File: src/rtl/cpu_pkg.sv
// Shared LEGv8 pipeline definitions: EX/MEM control bundle and
// register-index constants used by the pipeline registers.
package cpu_pkg;

    // X31 reads as zero; writes to it are discarded, so it is never forwarded.
    localparam logic [4:0] XZR_IDX = 5'd31;

    typedef struct packed {
        logic       regwrite;
        logic       memwrite;
        logic       memtoreg;
        logic       branch;
        logic       cbz;
        logic [3:0] xfer_size;
    } ex_mem_ctrl_t;

    localparam ex_mem_ctrl_t CTRL_BUBBLE = '0;

endpackage

File: src/rtl/pipe_reg_en.sv
// Generic pipeline register: async active-low reset, synchronous clear
// (takes priority over enable) and load enable.
module pipe_reg_en #(
    parameter int W = 1
) (
    input  logic         clk,
    input  logic         rst_n,
    input  logic         en,
    input  logic         clr,
    input  logic [W-1:0] d,
    output logic [W-1:0] q
);

    // Clear wins over enable so a bubble can be forced during a stall.
    always_ff @(posedge clk or negedge rst_n) begin
        if (!rst_n) begin
            q <= '0;
        end else if (clr) begin
            q <= '0;
        end else if (en) begin
            q <= d;
        end
    end

endmodule

File: src/rtl/ex_mem_reg.sv
// EX/MEM pipeline register of the pipelined LEGv8 CPU.
// Control bits are cleared on flush; data fields hold on flush so a
// bubble costs no data-path toggling. Both halves hold on stall.
// Optional performance counters: define EX_MEM_PERF_CNT_EN.
module ex_mem_reg
    import cpu_pkg::*;
#(
    parameter int DW = 64,
    parameter int RW = 5
) (
    input  logic          clk,
    input  logic          reset_n,
    input  logic          stall,
    input  logic          flush,
    input  logic          ex_valid,
    input  logic          ex_regwrite,
    input  logic          ex_memwrite,
    input  logic          ex_memtoreg,
    input  logic          ex_branch,
    input  logic          ex_cbz,
    input  logic [3:0]    ex_xfer_size,
    input  logic [RW-1:0] ex_rd,
    input  logic          ex_zero,
    input  logic [DW-1:0] ex_alu_result,
    input  logic [DW-1:0] ex_write_data,
    input  logic [DW-1:0] ex_new_pc2,
    output logic          mem_valid,
    output logic          mem_regwrite,
    output logic          mem_memwrite,
    output logic          mem_memtoreg,
    output logic          mem_branch,
    output logic          mem_cbz,
    output logic [3:0]    mem_xfer_size,
    output logic [RW-1:0] mem_rd,
    output logic          mem_zero,
    output logic [DW-1:0] mem_alu_result,
    output logic [DW-1:0] mem_write_data,
    output logic [DW-1:0] mem_new_pc2,
    output logic          fwd_en,
    output logic [RW-1:0] fwd_rd,
    output logic [31:0]   perf_instr,
    output logic [31:0]   perf_bubble,
    output logic [31:0]   perf_stall
);

    localparam int CW = 6;
    localparam int DATAW = 4 + RW + 1 + 3 * DW;

    ex_mem_ctrl_t     ex_ctrl;
    logic [CW-1:0]    ctrl_d;
    logic [CW-1:0]    ctrl_q;
    logic [DATAW-1:0] data_d;
    logic [DATAW-1:0] data_q;

    assign ex_ctrl = '{regwrite:  ex_regwrite,
                       memwrite:  ex_memwrite,
                       memtoreg:  ex_memtoreg,
                       branch:    ex_branch,
                       cbz:       ex_cbz,
                       xfer_size: ex_xfer_size};

    // An invalid EX slot must not leak side-effecting control into MEM.
    assign ctrl_d = ex_valid
        ? {1'b1, ex_ctrl.regwrite, ex_ctrl.memwrite, ex_ctrl.memtoreg,
           ex_ctrl.branch, ex_ctrl.cbz}
        : {1'b0, CTRL_BUBBLE.regwrite, CTRL_BUBBLE.memwrite,
           CTRL_BUBBLE.memtoreg, CTRL_BUBBLE.branch, CTRL_BUBBLE.cbz};

    assign data_d = {ex_ctrl.xfer_size, ex_rd, ex_zero,
                     ex_alu_result, ex_write_data, ex_new_pc2};

    pipe_reg_en #(.W(CW)) u_ctrl_reg (
        .clk   (clk),
        .rst_n (reset_n),
        .en    (~stall),
        .clr   (flush),
        .d     (ctrl_d),
        .q     (ctrl_q)
    );

    pipe_reg_en #(.W(DATAW)) u_data_reg (
        .clk   (clk),
        .rst_n (reset_n),
        .en    (~stall & ~flush),
        .clr   (1'b0),
        .d     (data_d),
        .q     (data_q)
    );

    assign {mem_valid, mem_regwrite, mem_memwrite, mem_memtoreg,
            mem_branch, mem_cbz} = ctrl_q;

    assign {mem_xfer_size, mem_rd, mem_zero,
            mem_alu_result, mem_write_data, mem_new_pc2} = data_q;

    // Loads produce their value only after MEM, and XZR is never a real producer.
    assign fwd_en = mem_valid & mem_regwrite & ~mem_memtoreg &
                    (mem_rd != RW'(XZR_IDX));
    assign fwd_rd = mem_rd;

`ifdef EX_MEM_PERF_CNT_EN
    logic [31:0] perf_instr_q;
    logic [31:0] perf_bubble_q;
    logic [31:0] perf_stall_q;

    // Count edges by the same flush > stall > load priority as the register.
    always_ff @(posedge clk or negedge reset_n) begin
        if (!reset_n) begin
            perf_instr_q  <= '0;
            perf_bubble_q <= '0;
            perf_stall_q  <= '0;
        end else if (flush) begin
            perf_bubble_q <= perf_bubble_q + 32'd1;
        end else if (stall) begin
            perf_stall_q <= perf_stall_q + 32'd1;
        end else if (ex_valid) begin
            perf_instr_q <= perf_instr_q + 32'd1;
        end
    end

    assign perf_instr  = perf_instr_q;
    assign perf_bubble = perf_bubble_q;
    assign perf_stall  = perf_stall_q;
`else
    assign perf_instr  = '0;
    assign perf_bubble = '0;
    assign perf_stall  = '0;
`endif

endmodule
File: config.mk
export PLATFORM = sky130hd
export DESIGN_NAME = ex_mem_reg
export DESIGN_NICKNAME = d
export VERILOG_FILES = /design/src/rtl/cpu_pkg.sv /design/src/rtl/pipe_reg_en.sv /design/src/rtl/ex_mem_reg.sv
export SDC_FILE = /design/constraint.sdc
export NUM_CORES = 1
export LEC_CHECK = 0
export ABC_AREA = 1
export BUFFER_PORTS_ARGS = -buffer_cell sky130_fd_sc_hd__clkbuf_2
export CAP_MARGIN = 20
export CORE_AREA = 2 2 203 205
export DETAILED_ROUTE_END_ITERATION = 8
export DIE_AREA = 0 0 205 207
export GPL_TIMING_DRIVEN = 0
export PLACE_DENSITY = 0.5
export SLEW_MARGIN = 10
export SYNTH_ARGS = -nofsm -noshare
export SYNTH_HDL_FRONTEND = slang
export SYNTH_HIERARCHICAL = 1
export SYNTH_SLANG_ARGS = --single-unit
File: constraint.sdc
create_clock -name clk -period 0.86 [get_ports clk]
set_input_delay 0.172 -clock clk [delete_from_list [all_inputs] [get_ports clk]]
set_output_delay 0.172 -clock clk [all_outputs]
set_load 0.05 [all_outputs]
After elaboration in Yosys (flattened, before gate mapping)
Cells that the tools add are included.
{"block": "totals", "input_bits": 212, "output_inout_bits": 310, "register_bits": 208, "word_cells": 14}
{"block": "classes", "eq_ne": 2, "n_mux": 3, "bitwise": 7}
{"cell": "$mux 6", "n": 3}
{"cell": "$ne 5x5->1 const B", "n": 1}
{"cell": "$and 1x1->1", "n": 4}
{"cell": "$not 1->1", "n": 3}
{"cell": "$ne 2x1->1 const B", "n": 1}

Logic depth before layout (Yosys ltp)
Gate-level depths: netlist of run 1.
{"block": "depth", "depth_word": 3, "mapped_depth": 7}

By module
Netlist of run 1, hierarchy kept.
{"module": "pipe_reg_en at u_data_reg", "instances": 1, "seq_area_each_um2": 5054.8, "area_per_inst_um2": 8022.7, "cells_per_inst": 877}
{"module": "ex_mem_reg", "instances": 1, "seq_area_each_um2": 0.0, "area_per_inst_um2": 830.8, "cells_per_inst": 119}
{"module": "pipe_reg_en at u_ctrl_reg", "instances": 1, "seq_area_each_um2": 150.1, "area_per_inst_um2": 240.2, "cells_per_inst": 26}

Worst setup path after synthesis of run 1
OpenSTA, ideal clock, no wires.
{"block": "synth_timing", "path_type": "register to output", "startpoint": "register u_ctrl_reg.q[2]", "endpoint": "output port fwd_en", "stages_incl_launch_ff": 3, "required_ps": 688, "setup_slack_ps": -779, "t_arrival_ps": 1467, "path_cell_list": "dfrtp_1 nand3b_1 nor2_1"}
{"block": "synth_between", "elab_chain_cells": 3}
{"item": "start: declaration", "line_no": "pipe_reg_en.sv:11", "rtl": "output logic [W-1:0] q"}
{"item": "start signal: assignment", "line_no": "pipe_reg_en.sv:17", "rtl": "q <= '0;"}
{"item": "start signal: assignment", "line_no": "pipe_reg_en.sv:19", "rtl": "q <= '0;"}
{"item": "start signal: assignment", "line_no": "pipe_reg_en.sv:21", "rtl": "q <= d;"}
{"item": "$not 1->1", "line_no": "ex_mem_reg.sv:97", "rtl": "assign fwd_en = mem_valid & mem_regwrite & ~mem_memtoreg &"}
{"item": "$and 1x1->1 (2 in series)", "line_no": "ex_mem_reg.sv:97"}
{"item": "end: declaration", "line_no": "ex_mem_reg.sv:39", "rtl": "output logic fwd_en,"}
Every way passes these cells.

Final worst setup path of run 1
Same ends and word-level chain as after synthesis.

==> results.txt, run 1 <==
The flow ran to the end, but the final reports show violations. The tools report the global-route wire length before repair as 56.68 mm. The worst hold path belongs to the class in2async. The horizontal die dimension is 205 µm, and the count of buffers inserted at the top-level ports is 425.

During synthesis, Yosys emitted a total of 6 warnings. The floorplan step set the die height to 207 µm. For the number of levels the H-tree was split into, the log shows 1.

In the final routed layout, each cell accounts on average for 15.86 µm. The tools report the sort of element at the start of the critical path as a flop. The combined buffer and inverter count along the critical path came out at 1.

The total of flip-flops plus latches after synthesis came out at 208. The tools report the cell area after synthesis as 9094 µm². The worst ir drop on vdd was 1188 µV. For this run, the number of standard cells in the final layout without fillers is 2406. The tools report the final weighted congestion of routability-driven global placement as 0.8538. The instance count of the mapped netlist came out at 1022. For this block, the via count after detailed routing is 9844. Clock-pin slew was measured on the worst setup and hold paths at 0.06 ns.

In this run the standard cell core region covers 40370 µm². Averaged over all synthesized cells, the footprint is 8.898 µm². The fraction of layout cells with a size suffix above 1 works out to 38.62%.

At the placement stage, the worst setup path has a slack of -0.5801 ns. The tools report the slack of the critical path as -0.7076 ns. The tools report the final count of pins violating max slew as 0. In the final design database the tool counted 2067 nets. For this block, the routed nets add up to 38.15 mm of wire. The timing-limited maximum frequency came out at 637.9 MHz. The checks that failed: hold timing, setup timing. Setup repair after global routing could not meet its margin everywhere. The run gives -90.09 ns as the aggregate negative setup slack.

The die covers 42440 µm². Summing all multi-input logic gate instances after layout gives 3059 µm². In this run the clock root is driven by a clkbuf_16.

Maximum number of pins on one net before global-route repair: 94. The largest area contributor in the synthesized netlist was dfrtp_1. The clock latency reported for the late side of the worst-skew pair is 0.52 ns, and the cell area power density is 1581 nW/µm². STA puts the critical path data arrival time at 1.40 ns. The total track usage came out at 16.84%. Measured against its own limit, the worst slew margin works out to 64.40%. The first detailed-routing pass took 5 iterations.

The cell row count came out at 74. Ranked by total cell area, the synthesized netlist is headed by dfrtp_1 57%, nand2_1 17%, nand3_1 12%. The reported leakage power is 9.915 nW. The first routing iteration left 514 violations. For this design the top-level I/O count stands at 522. Leaving out fill and tap cells, the most frequent cells in the layout are 421 x nand2_1, 211 x clkbuf_2, 210 x buf_8, 210 x dlygate4sd3_1, 208 x nand3_1.

The number of nets still failing antenna checks after routing was 0; the period utilization was 182.3%. After layout, the minimum clock period comes to 1.568 ns. TritonCTS built the clock tree.

Setup violations remaining at the end of the flow were counted as 217. For this run, the register share of the synthesized area comes to 57.24%. The post-detailed-route DRC marker count is 0, and the area of all sequential standard cells is 5218 µm². The largest single stage delay on the critical path is 0.40 ns.

In this run, post-CTS hold repair placed 210 buffers. From synthesis to final layout, the design area changed by 99.66%. The endpoint kind of the worst setup timing path is an output port. Detailed placement finished with a half-perimeter wire length of 25.19 mm.

Cell family contributing the most delay on the critical path: flip-flops. After filler insertion, the fill cell instance count of the layout stands at 3702. The longest clock path from root to sink contains 3 buffers.

The maximum fanout along the worst path is 2, and the number of sinks driven by the clock tree is 208. The post-synthesis cell type count was 13; the number of buffers created by CTS was 25. Traced cell by cell, the critical path runs through nand3b_1 > nor2_4 > buf_8. The number of failing hold endpoints at the final stage is 187, and the count of maximum capacitance violations is 0. Summed over its instances, the top area cell type makes up 57.24% of the synthesized netlist area. Global routing finished with a remaining overflow of 0.

Using the TritonRoute via totals, the vias-per-cell ratio works out to 4.091. The run gives 10210 as the via count of the first global-routing pass. For the initial antenna violation count, the log shows 2. The slowest stage of the critical path belongs to the cell dfrtp_2.

Worst hold-check slack: -0.4645 ns. The worst clock skew came out at 0 ns. The post-placement cell count was 2078. The setup path with the least slack is of type reg2out.

Once the floorplan was initialized, standard cells occupied 22.53% of the core. The pin slew with the least headroom to its limit is 0.5340 ns, and the required arrival time at the worst endpoint is 0.69 ns. Leaving out fill and tap cells, the most frequent cell in the layout is nand2_1.
==> worst register-to-register path: stages, from the launching register on <==
cell and delay (ns):
dfrtp_1 0.41, buf_4 0.15, buf_4 0.12, nand2_1 0.05
nand2_1 0.05
==> path summary, 6_finish.rpt <==
check	from	to	slack [ns]	cells past startpoint
setup / recovery	u_ctrl_reg/q[2]$_DFFE_PN0P_	fwd_en	-0.71	3
hold / removal	reset_n	u_data_reg/q[90]$_DFFE_PN0P_	-0.46	1
setup reg to reg	u_data_reg/q[68]$_DFFE_PN0P_	u_data_reg/q[68]$_DFFE_PN0P_	-0.03	4
hold reg to reg	u_data_reg/q[198]$_DFFE_PN0P_	u_data_reg/q[198]$_DFFE_PN0P_	0.51	2
max in group asynchronous	reset_n	u_data_reg/q[160]$_DFFE_PN0P_	0.47	2
min in group clk	stall	u_ctrl_reg/q[2]$_DFFE_PN0P_	0.07	4
==> flip-flops by register name, summed over array words and instances, names as in the netlist <==
name          count
u_ctrl_reg/q      6
u_data_reg/q    202
==> power by group <==
group          leakage [nW]  switching, mW  internal, mW  total, mW
registers              2.81          0.450          10.2       10.7
clock network         0.395           4.30          6.05       10.3
logic                  6.71           4.45          3.22       7.67
==> repair_timing <==
action | in CTS | in global routing
endpoints found under the hold margin | 395 | 75
setup buffers | 41 | 31
setup endpoints to repair | 215 | 223
gates resized for setup | 438 | 213
==> metrics by stage <==
step                      utilization, %  power [mW]  cell area, µm²
after floorplan                        -       14.57            9620
after global placement             30.75       16.19           12410
after detailed placement           30.91       16.24           12480
after CTS                          43.67       28.52           17630
after global routing               44.98       29.96           18160
final                              44.98       28.71           18160
==> routing by layer <==
metal	share of wire [%]	wire length, µm	GRT usage [%]
met2	51	19380	30.57
met3	8.3	3174	4.531
met1	38	14540	18.92
met5	0	0	0
met4	2.8	1052	5.483
==> area by class of cell <==
class	count	share of cell area, %
timing repair buffer	709	38.85
sequential	208	28.74
multi-input combinational	735	16.85
buffer	168	7.346
clock buffer	34	3.907
tap	532	3.666
clock inverter	10	0.4479
inverter	8	0.1654
antenna	2	0.02757
==> synthesized netlist by cell type <==
library cell  instances
nand2_1             422
buf_4               136
inv_2                 1
inv_1                 7
nand3_1             209
nor2_4                2
nor2_1                3
nand3b_1              1
buf_6                 1
buf_2                28
conb_1                1
dfrtp_1             208
clkbuf_1              3
==> kinds of logic after synthesis <==
kind of cell	share of synthesized area [%]
other	0.04124
buffers and inverters	13.35
DFF	57.24
and+or+nand+nor	29.38
No activity file was read; power rests on OpenSTA's default activity.
==> inputs of run 2 (changes only) <==
--- a/config.mk
+++ b/config.mk
@@ -8,11 +8,11 @@
 export ABC_AREA = 1
 export BUFFER_PORTS_ARGS = -buffer_cell sky130_fd_sc_hd__clkbuf_2
 export CAP_MARGIN = 20
-export CORE_AREA = 2 2 203 205
+export CORE_AREA = 10 10 194 196
 export DETAILED_ROUTE_END_ITERATION = 8
-export DIE_AREA = 0 0 205 207
+export DIE_AREA = 0 0 204 206
 export GPL_TIMING_DRIVEN = 0
-export PLACE_DENSITY = 0.5
+export PLACE_DENSITY = 0.57
 export SLEW_MARGIN = 10
 export SYNTH_ARGS = -nofsm -noshare
 export SYNTH_HDL_FRONTEND = slang
==> run 2 against run 1 <==
Net effect:
- the flow still finishes with violations (hold timing, setup timing)
- critical endpoint unchanged
- non-clock buffer count down 9
- register-to-register slack is essentially flat
- clock skew unchanged
- fmax grew 0.19%
- critical path depth did not move
- die area down 0.97%
- sequential power is essentially flat
- via count increased by 2.6%
- combinational power increased by 1%
==> results.txt, run 2 (synthesis results as in run 1) <==
The total of fill cells in the finished design is 2768 (-25%), and the post-detailed-route via-to-cell ratio is 4.350 (+6.3%). The count of buffers inserted at the top-level ports is 425 (unchanged). The horizontal die dimension was 204 µm (-0.49%).

The run gives -0.03 ns (about the same) as the flop-to-flop setup slack. Following the worst setup path forward leads to its endpoint at fwd_en. For the worst slack at placement, the log shows -0.5922 ns (-0.01206 ns). The run gives 33950 µm² (-16%) as the total core area.

The final weighted congestion of routability-driven global placement is 0.8060 (-5.6%), and the global-route wire length before repair is 63.81 mm (+13%). The number of levels the H-tree was split into is 1 (unchanged). The run gives 3 (unchanged) as the maximum number of buffers from clock root to sink. The endpoint kind of the worst setup timing path is an output port. The end of the worst register-to-register path is u_data_reg/q[66]$_DFFE_PN0P_. The worst register-to-register path begins at u_data_reg/q[66]$_DFFE_PN0P_. The total global routing overflow was 0 (unchanged). The run gives 0.69 ns (about the same) as the required arrival time at the worst endpoint.

In this run the clock root is driven by a clkbuf_16. The count of routing violations after the opening detailed-route iteration was 491 (-4.5%); the area after detailed placement was 12380 µm² (-0.77%). The most critical setup path has its startpoint at u_ctrl_reg/q[2]$_DFFE_PN0P_. For the total of hold buffers inserted after clock tree synthesis, the log shows 210 (unchanged).

The period utilization came out at 181.9% (-0.35 points). For the worst endpoint data arrival time, the log shows 1.39 ns (about the same). For the overall via count from detail_route, the log shows 10100 (+2.6%). The area growth from synthesis to layout is 98.50%. The flip-flop count of the largest register, all copies and words added is 202 (unchanged). The post-detailed-route DRC marker count was 0 (unchanged); the worst-case headroom to the max-slew limit was 64.52% (+0.12 points).

The via count of the first global-routing pass is 10970 (+7.4%). The average detailed-routed wire length per instance works out to 18.53 µm (+17%). For the number of buffers created by CTS, the log shows 25 (unchanged). Timing-limited maximum frequency: 639.1 MHz (+0.19%). The path depth of the worst reg2reg path is 4 (unchanged), and the fraction of layout cells with a size suffix above 1 is 38.14% (-0.48 points).

The largest registers in the layout are u_data_reg/q x202, u_ctrl_reg/q x6. The pin slew with the least headroom to its limit is 0.5321 ns (-0.001852 ns), and the worst clock skew is 0 ns (unchanged). The tools report the sum of routed wire length over all layers as 43.04 mm (+13%).

The clock-pin transition on the worst setup and hold timing paths is 0.06 ns (about the same), and the clock latency reported for the late side of the worst-skew pair is 0.51 ns (about the same). The tightest min-delay check is of the in2async type. The number of sinks driven by the clock tree is 208 (unchanged), and the number of iterations in the first detailed-routing pass is 5 (unchanged).

Setup repair after global routing could not meet its margin everywhere. Leaving out fill and tap cells, the most frequent cell in the layout is nand2_1. In the layout the commonest cells are 420 x nand2_1, 211 x buf_8, 211 x clkbuf_2, 210 x dlygate4sd3_1, 209 x nand3_1.

The run gives 29.60 mW (+3.1%) as the total chip power. The worst hold-check slack is -0.4628 ns (+0.001641 ns), and the initial core utilization is 26.79% (+4.3 points). The standard cell with the maximum stage delay on the critical path was dfrtp_2. The signal on the critical path passes through nand3b_1 > nor2_4 > clkbuf_16. The longest individual stage delay on the worst path came out at 0.41 ns (about the same).

The cell area power density was 1640 nW/µm² (+3.7%). The critical path is of the reg2out type. TritonCTS built the clock tree.

Area of the die: 42020 µm² (-0.97%). The number of nets still failing antenna checks after routing is 0 (unchanged). For the slack of the critical path, the log shows -0.7046 ns (+0.002972 ns).

The logs give 1556 µV (+31%) for the worst ir drop on vdd and 0 (unchanged) for the count of maximum capacitance violations. The number of failing hold endpoints at the final stage is 208 (+11%), and the cell row count is 68 (-8.1%). The final count of pins violating max slew came out at 0 (unchanged). Register ranked first by flip-flop count: u_data_reg/q.

The sort of element at the start of the critical path was a flop. The logs give 18050 µm² (-0.58%) for the cell area after layout and 522 (unchanged) for the boundary pin count. The vertical die dimension came out at 206 µm (-0.48%). The reported leakage power came out at 9.899 nW (-0.16%). The checks that failed: hold timing, setup timing. The logs give 2058 (-0.44%) for the count of nets after finishing and 28.25 mm (+12%) for the detailed placer's ending HPWL. The logs give 53.17% (+8.2 points) for the post-layout utilization of the core and 216 (-0.46%) for the final number of setup-violating endpoints. The run gives 3 (+1) as the initial antenna violation count.

The run finished, with violations left. The total track usage was 18.96% (+2.1 points). The maximum fanout along the worst path was 2 (unchanged). The run gives 96 (+2.1%) as the maximum number of pins on one net before global-route repair. Shortest period the worst path allows: 1.565 ns (-0.002972 ns).
-- run 2: final cells by class --
type | instances | area (µm²) | area share, %
Inverter | 8 | 30.03 | 0.1664
Multi-Input combinational cell | 735 | 3057 | 16.93
Antenna cell | 3 | 7.507 | 0.04159
Timing Repair Buffer | 701 | 6970 | 38.62
Tap cell | 455 | 569.3 | 3.154
Sequential cell | 208 | 5215 | 28.89
Buffer | 167 | 1331 | 7.375
Clock buffer | 37 | 730.7 | 4.048
Clock inverter | 8 | 140.1 | 0.7763
-- run 2: per-layer routing --
metal,wire [µm],share of wire (%),up-vias,global-route usage (%)
met5,0,0,-,0
met4,1423,3.3,0,5.660
met3,4416,10,83,7.006
met2,21790,51,507,34.30
met1,15410,36,4816,20.20
li1,-,-,4694,-
-- run 2: what timing repair did --
action,4_1_cts,5_1_grt
pin swaps,0,2
buffers inserted,34,31
gates resized for setup,441,212
endpoints found under the hold margin,416,184
setup endpoints to repair,245,248
-- run 2: worst min-delay path by stage --
stage	end	slack, ns	depth (start not counted)
final	u_data_reg/q[93]$_DFFE_PN0P_	-0.46	1
after global routing	u_data_reg/q[93]$_DFFE_PN0P_	-0.47	1
after CTS	u_data_reg/q[25]$_DFFE_PN0P_	-0.50	1
after detailed placement	u_data_reg/q[93]$_DFFE_PN0P_	0.07	1
after global placement	u_data_reg/q[146]$_DFFE_PN0P_	0.40	3
after floorplan	u_ctrl_reg/q[0]$_DFFE_PN0P_	-0.12	0
-- run 2: power breakdown --
part | total (mW) | internal (mW) | switching, mW
clock | 11.1 | 7.04 | 4.09
sequential | 10.7 | 10.2 | 0.458
combinational | 7.76 | 3.19 | 4.56
-- run 2: critical path, delay by kind of cell (launching register included) --
family,cells,cell delay (ns)
buffers and inverters,1,0.17
flip-flops,1,0.41
AND/OR/NAND/NOR,2,0.31
-- run 2: per-stage QoR --
step / cells / setup TNS, ns
6_report: 2322 / -83.87
3_3_place_gp: 1999 / -1077.64
5_1_grt: 2322 / -92.15
2_1_floorplan: 1119 / -0.4658
3_5_place_dp: 2001 / -99.31
4_1_cts: 2290 / -93.18
